**src/rtl/f8_mem_pkg.sv**
```systemverilog
// f8 memory scheduler shared types: FSM states, requester ids and
// byte-address split helpers.
package f8_mem_pkg;

    typedef enum logic [2:0] {
        ST_IDLE = 3'd0,
        ST_WR0  = 3'd1,
        ST_WR1  = 3'd2,
        ST_RD0  = 3'd3,
        ST_RD1  = 3'd4,
        ST_RCAP = 3'd5,
        ST_DONE = 3'd6
    } memsched_state_t;

    typedef enum logic [1:0] {
        SRC_NONE = 2'd0,
        SRC_DW   = 2'd1,
        SRC_DR   = 2'd2,
        SRC_IF   = 2'd3
    } memsrc_t;

    function automatic logic [14:0] word_of(input logic [15:0] a);
        return a[15:1];
    endfunction

    function automatic logic lane_of(input logic [15:0] a);
        return a[0];
    endfunction

endpackage

```
**src/rtl/f8_byte_align.sv**
```systemverilog
// Lane steering for the 16-bit RAM: write masks/data placement and
// assembly of 16/24-bit little-endian read results from two words.
module f8_byte_align (
    input  logic        wr_lane,
    input  logic [1:0]  wr_en,
    input  logic [15:0] wr_data,
    output logic        wr_split,
    output logic [1:0]  we0,
    output logic [15:0] wd0,
    output logic [15:0] wd1,
    input  logic        rd_lane,
    input  logic [15:0] rw0,
    input  logic [15:0] rw1,
    output logic [15:0] rd16,
    output logic [23:0] rd24
);

    logic wr_word;

    assign wr_word  = (wr_en == 2'b11);
    assign wr_split = wr_word & wr_lane;
    // Second word of a split write always carries the high byte in lane 0.
    assign wd1      = {8'h00, wr_data[15:8]};

    always_comb begin
        we0 = 2'b01;
        wd0 = {8'h00, wr_data[7:0]};
        if (wr_word && !wr_lane) begin
            we0 = 2'b11;
            wd0 = wr_data;
        end else if (wr_lane) begin
            we0 = 2'b10;
            wd0 = {wr_data[7:0], 8'h00};
        end
    end

    assign rd16 = rd_lane ? {rw1[7:0], rw0[15:8]} : rw0;
    assign rd24 = rd_lane ? {rw1, rw0[15:8]} : {rw1[7:0], rw0};

endmodule

```
**src/rtl/f8_mem_sched.sv**
```systemverilog
// Single-port RAM scheduler for f8 fetch, data read and data write;
// splits unaligned accesses into word cycles and pulses completion.
module f8_mem_sched
    import f8_mem_pkg::*;
#(
    parameter int MEM_AW = 15
) (
    input  logic              clk,
    input  logic              reset,
    input  logic              iread_req,
    input  logic [15:0]       iread_addr,
    output logic [23:0]       iread_data,
    output logic              iread_valid,
    input  logic              dread_req,
    input  logic [15:0]       dread_addr,
    output logic [15:0]       dread_data,
    output logic              dread_valid,
    input  logic [1:0]        dwrite_en,
    input  logic [15:0]       dwrite_addr,
    input  logic [15:0]       dwrite_data,
    output logic              dwrite_done,
    output logic [MEM_AW-1:0] mem_addr,
    output logic              mem_re,
    output logic [1:0]        mem_we,
    output logic [15:0]       mem_wdata,
    input  logic [15:0]       mem_rdata
);

    localparam logic [2:0] IDLE = ST_IDLE;
    localparam logic [2:0] WR0  = ST_WR0;
    localparam logic [2:0] WR1  = ST_WR1;
    localparam logic [2:0] RD0  = ST_RD0;
    localparam logic [2:0] RD1  = ST_RD1;
    localparam logic [2:0] RCAP = ST_RCAP;
    localparam logic [2:0] DONE = ST_DONE;

    logic [2:0]        state;
    memsrc_t           src;
    logic              lane_q;
    logic              two_q;
    logic [15:0]       cap;
    logic [15:0]       wr1_data;

    logic              wr_split;
    logic [1:0]        we0;
    logic [15:0]       wd0;
    logic [15:0]       wd1;
    logic [15:0]       rw0;
    logic [15:0]       rd16;
    logic [23:0]       rd24;
    logic [MEM_AW-1:0] addr_nx;

    // Single-word reads see their only word directly on mem_rdata.
    assign rw0     = two_q ? cap : mem_rdata;
    assign addr_nx = mem_addr + MEM_AW'(1);

    f8_byte_align u_align (
        .wr_lane  (lane_of(dwrite_addr)),
        .wr_en    (dwrite_en),
        .wr_data  (dwrite_data),
        .wr_split (wr_split),
        .we0      (we0),
        .wd0      (wd0),
        .wd1      (wd1),
        .rd_lane  (lane_q),
        .rw0      (rw0),
        .rw1      (mem_rdata),
        .rd16     (rd16),
        .rd24     (rd24)
    );

    assign dwrite_done = (state == DONE) && (src == SRC_DW);
    assign dread_valid = (state == DONE) && (src == SRC_DR);
    assign iread_valid = (state == DONE) && (src == SRC_IF);

    always_ff @(posedge clk or negedge reset) begin
        if (!reset) begin
            state      <= IDLE;
            src        <= SRC_NONE;
            lane_q     <= 1'b0;
            two_q      <= 1'b0;
            cap        <= '0;
            wr1_data   <= '0;
            mem_addr   <= '0;
            mem_re     <= 1'b0;
            mem_we     <= 2'b00;
            mem_wdata  <= '0;
            iread_data <= '0;
            dread_data <= '0;
        end else begin
            unique case (state)
                IDLE: begin
                    if (dwrite_en != 2'b00) begin
                        src       <= SRC_DW;
                        state     <= WR0;
                        mem_addr  <= MEM_AW'(word_of(dwrite_addr));
                        mem_we    <= we0;
                        mem_wdata <= wd0;
                        wr1_data  <= wd1;
                        two_q     <= wr_split;
                    end else if (dread_req) begin
                        src      <= SRC_DR;
                        state    <= RD0;
                        mem_addr <= MEM_AW'(word_of(dread_addr));
                        mem_re   <= 1'b1;
                        lane_q   <= lane_of(dread_addr);
                        two_q    <= lane_of(dread_addr);
                    end else if (iread_req) begin
                        src      <= SRC_IF;
                        state    <= RD0;
                        mem_addr <= MEM_AW'(word_of(iread_addr));
                        mem_re   <= 1'b1;
                        lane_q   <= lane_of(iread_addr);
                        two_q    <= 1'b1;
                    end else begin
                        src <= SRC_NONE;
                    end
                end
                WR0: begin
                    if (two_q) begin
                        state     <= WR1;
                        mem_addr  <= addr_nx;
                        mem_we    <= 2'b01;
                        mem_wdata <= wr1_data;
                    end else begin
                        state  <= DONE;
                        mem_we <= 2'b00;
                    end
                end
                WR1: begin
                    state  <= DONE;
                    mem_we <= 2'b00;
                end
                RD0: begin
                    if (two_q) begin
                        state    <= RD1;
                        mem_addr <= addr_nx;
                    end else begin
                        state  <= RCAP;
                        mem_re <= 1'b0;
                    end
                end
                RD1: begin
                    state  <= RCAP;
                    mem_re <= 1'b0;
                    cap    <= mem_rdata;
                end
                RCAP: begin
                    state <= DONE;
                    if (src == SRC_IF) begin
                        iread_data <= rd24;
                    end else begin
                        dread_data <= rd16;
                    end
                end
                DONE: begin
                    state <= IDLE;
                end
                default: begin
                    state <= IDLE;
                end
            endcase
        end
    end

endmodule

```
**config.mk**
```make
export PLATFORM = sky130hd
export DESIGN_NAME = f8_mem_sched
export DESIGN_NICKNAME = d
export VERILOG_FILES = /design/src/rtl/f8_mem_pkg.sv /design/src/rtl/f8_byte_align.sv /design/src/rtl/f8_mem_sched.sv
export SDC_FILE = /design/constraint.sdc
export NUM_CORES = 1
export LEC_CHECK = 0
export CAP_MARGIN = 20
export CORE_MARGIN = 8
export CORE_UTILIZATION = 48
export DETAILED_ROUTE_END_ITERATION = 16
export PLACE_DENSITY = 0.81
export SLEW_MARGIN = 20
export SYNTH_ARGS = -nofsm -noshare
export SYNTH_HDL_FRONTEND = slang
export SYNTH_SLANG_ARGS = --single-unit
export TNS_END_PERCENT = 30
```
**constraint.sdc**
```tcl
create_clock -name clk -period 2.2 [get_ports clk]
set_input_delay 0.55 -clock clk [delete_from_list [all_inputs] [get_ports clk]]
set_output_delay 0.55 -clock clk [all_outputs]
set_load 0.005 [all_outputs]
```
==> impl_metrics.py <==
metrics = {
    "pwr": {
        "p_sw_mw": 3.65,
        "p_leak_nw": 3.25,
        "power_density_mw_per_mm2": 1320,
        "power_mw": 10.2,
        "clkPwrFrac_pct": 15.0,
        "ir_worst_vdd_mv": 0.712,
        "switching_share_pct": 35.8,
        "combPwrFrac_pct": 50.5,
        "pwr-share-seq_pct": 34.4,
        "internal_power_mw": 6.54,
    },
    "clock_network": {
        "hold_buffers": 0,
        "cts.sinks": 105,
        "cts_max_level": 3,
        "cts_tree": "built",
        "clkTransAtPathRegs_ns": 0.08,
        "clockRootBuffer": "clkbuf_16",
        "clk_path_buf_depth": 2,
        "clk_latency_ns": 0.34,
        "cts_buffers": 9,
    },
    "logic_synthesis": {
        "synth_area_per_cell_sq_um": 10.6,
        "synthCells": 520,
        "synth_area_sq_mm": 0.00550,
        "seq_area_frac_synth_pct": 47.8,
        "yosysWarnings": 0,
        "yosysUniqueCellTypes": 48,
        "synth_ff_type": "dfrtp_1",
        "synth-edff-count": 0,
        "synth-async-reset-ratio_pct": 100,
        "synth_seq_cells": 105,
        "syn_nets": 607,
    },
    "route": {
        "route.vias.total": 4818,
        "drcViolationCount": 0,
        "viasPerCell": 5.77,
        "drt_wl_total_mm": 16.4,
        "post_drt_wl_per_cell_um": 19.6,
        "ant_nets": 0,
        "drt_first_pass_iters": 5,
        "first_iter_violations": 410,
    },
    "critical_path": {
        "path_class": "primary input to flop",
        "r2r_start": "mem_addr[1]$_DFFE_PN0P_",
        "cp_slowest_stage_delay_ns": 0.46,
        "worstSetupStartpoint": "dwrite_en[1]",
        "r2r_cells": 5,
        "worst_r2r_endpoint": "mem_addr[12]$_DFFE_PN0P_",
        "start_kind": "primary input",
        "crit_path_frequent_cell": "buf_4",
        "critPathRequiredTime_ns": 2.45,
        "path_max_fanout": 9,
        "crit_path_top_delay_cell": "clkdlybuf4s50_1",
        "cp.arrival_ns": 2.33,
        "path_cells": "clkdlybuf4s50_1 -> buf_4 -> or2_2 -> buf_4 -> o21ai_0 -> o22ai_1 -> a2bb2oi_1",
        "rrSetupSlack_ns": 0.37,
        "crit_path_end_kind": "flop",
    },
    "placed_design": {
        "pre_cts_ws_ns": -0.190,
        "place_inst": 818,
        "placed_area_sq_mm": 0.00743,
        "port_buffers": 162,
        "gp_congestion": 0.877,
        "dp_hpwl_mm": 12.0,
    },
    "layout": {
        "area_growth_syn_to_layout_pct": 40.6,
        "n_antenna_cell": 0,
        "layoutNonFillerInstCount": 835,
        "nFillCells": 867,
        "stdcell_area_sq_mm": 0.00773,
        "drive_gt1_share_pct": 19.1,
        "fin_nets": 775,
    },
    "timing": {
        "setup_viol": 0,
        "slew_headroom_pct": 60.1,
        "min_period_ns": 2.07,
        "drv_slew": 0,
        "worst_pin_slew_ns": 0.597,
        "rsz0062_at_grt": "false",
        "period_share_pct": 94.3,
        "layout_setup_ws_ns": 0.126,
        "setup_tns_ns": 0,
        "clock_skew_ns": 0.00919,
        "hold_violations": 0,
        "fmax_mhz": 482,
    },
    "floorplanning": {
        "die_x_um": 123,
        "initial_utilization_pct": 48.6,
        "ioPinCount": 163,
        "die-area_sq_mm": 0.0151,
        "fp.dieH_um": 123,
        "core_area_sq_mm": 0.0113,
        "rows": 39,
    },
    "run": {
        "max_cap_viol_count": 0,
    },
    "grt": {
        "grt-ovfl-total": 0,
        "grt_pass1_vias": 5124,
        "grt_max_degree": 39,
        "antenna_found_initial": 0,
        "track_usage_pct": 21.7,
        "grt_pass1_wl_mm": 26.2,
    },
    "status": {
        "run_status": "complete, no violations",
    },
    "worst_hold_path": {
        "hold_path_class": "primary input to asynchronous set/reset pin",
    },
}
==> worst max-delay path: cells and delay by family <==
family / cells / cell delay, ns
buf+inv: 3 / 0.85
compound gates: 3 / 0.53
simple gates: 1 / 0.41
==> metrics by stage <==
step	utilization [%]	hold WS [ns]
2_1_floorplan	-	0.254
3_5_place_dp	65.6	0.474
4_1_cts	68.1	0.166
6_report	68.3	0.155
3_3_place_gp	65.6	0.462
5_1_grt	68.3	0.189
==> cell type report <==
class / instances / area [sq um] / area share [%]
clock buffers: 9 / 225 / 2.91
well taps: 143 / 179 / 2.31
multi-input cells: 371 / 2690 / 34.7
inverters: 3 / 11.3 / 0.146
clock inverters: 6 / 51.3 / 0.664
flip-flops and latches: 105 / 2630 / 34.0
repair buffers: 198 / 1950 / 25.2
==> power by group through the flow <==
| stage | Clock (mW) | Combinational (mW) | Sequential [mW] |
|---|---|---|---|
| 6_report | 1.53 | 5.15 | 3.51 |
| 5_1_grt | 1.64 | 5.62 | 3.62 |
| 4_1_cts | 1.57 | 5.18 | 3.50 |
| 3_5_place_dp | 0 | 5.15 | 3.53 |
| 3_3_place_gp | 0 | 4.99 | 3.46 |
| 2_1_floorplan | 0 | 2.75 | 3.45 |
==> kinds of logic (layout without fill, tap and decap cells) <==
group                    Yosys count  after routing  synth area share (%)
flip-flops                       105            105                  47.8
multiplexers                     108            108                  21.3
AND/OR/NAND/NOR                  126            126                  11.9
adder cells (fa/ha/maj)            1              1                 0.227
AO/OA/AOI/OAI                    136            136                  15.2
buffers and inverters             44            216                  3.66
==> how the worst max path moves through the flow <==
stage,end,slack (ns),cells past startpoint
after floorplan,mem_addr[1]$_DFFE_PN0P_,0.33,4
after global placement,mem_addr[2]$_DFFE_PN0P_,-0.16,6
after detailed placement,mem_addr[8]$_DFFE_PN0P_,-0.19,7
after CTS,iread_valid,0.02,4
after global routing,dread_valid,0.04,5
final,mem_addr[12]$_DFFE_PN0P_,0.13,7
==> synthesized netlist by cell type (all sizes together) (6+ instances only) <==
library cell    n  area, sq um
a211oi          8         60.1
a21oi          29          145
a2bb2oi         7         61.3
buf            24          126
clkbuf         17         63.8
dfrtp         105         2630
mux2           69          781
mux2i          39          390
nand2          38          143
nand2b          6         37.5
nor2           27          109
nor2b          12         75.1
nor3           10         60.1
nor3b          10         75.1
o21ai          58          290
o31ai           6         45.0
==> cells in the final DEF, fill, tap and decap left out, drive strengths merged, types with 6 or more instances in the layout <==
master	n
mux2i	39
nand2	38
nand2b	6
mux2	69
o31ai	6
nor3b	10
a211oi	8
nor3	10
a21oi	29
clkdlybuf4s50	158
dfrtp	105
clkbuf	9
buf	37
nor2b	12
a2bb2oi	7
o21ai	58
nor2	27
==> repair_timing <==
item                                    CTS  global route
setup buffers                             0             2
resized for setup                         4             2
pin swaps                                 1             0
endpoints found under the setup margin    2             1
cloned                                    0             0
==> state kept, by name, indices dropped and copies added, names as in the netlist <==
signal	count
src	2
mem_we	2
state	3
cap	16
mem_re	1
two_q	1
iread_data	24
mem_addr	15
dread_data	16
lane_q	1
wr1_data	8
mem_wdata	16
==> per-layer routing <==
| metal | track usage, % | routed length [um] |
|---|---|---|
| met1 | 24.8 | 6400 |
| met4 | 7.30 | 267 |
| met3 | 7.08 | 1650 |
| met2 | 37.6 | 8060 |
| met5 | 0 | 0 |
(Power assumes the default switching activity.)
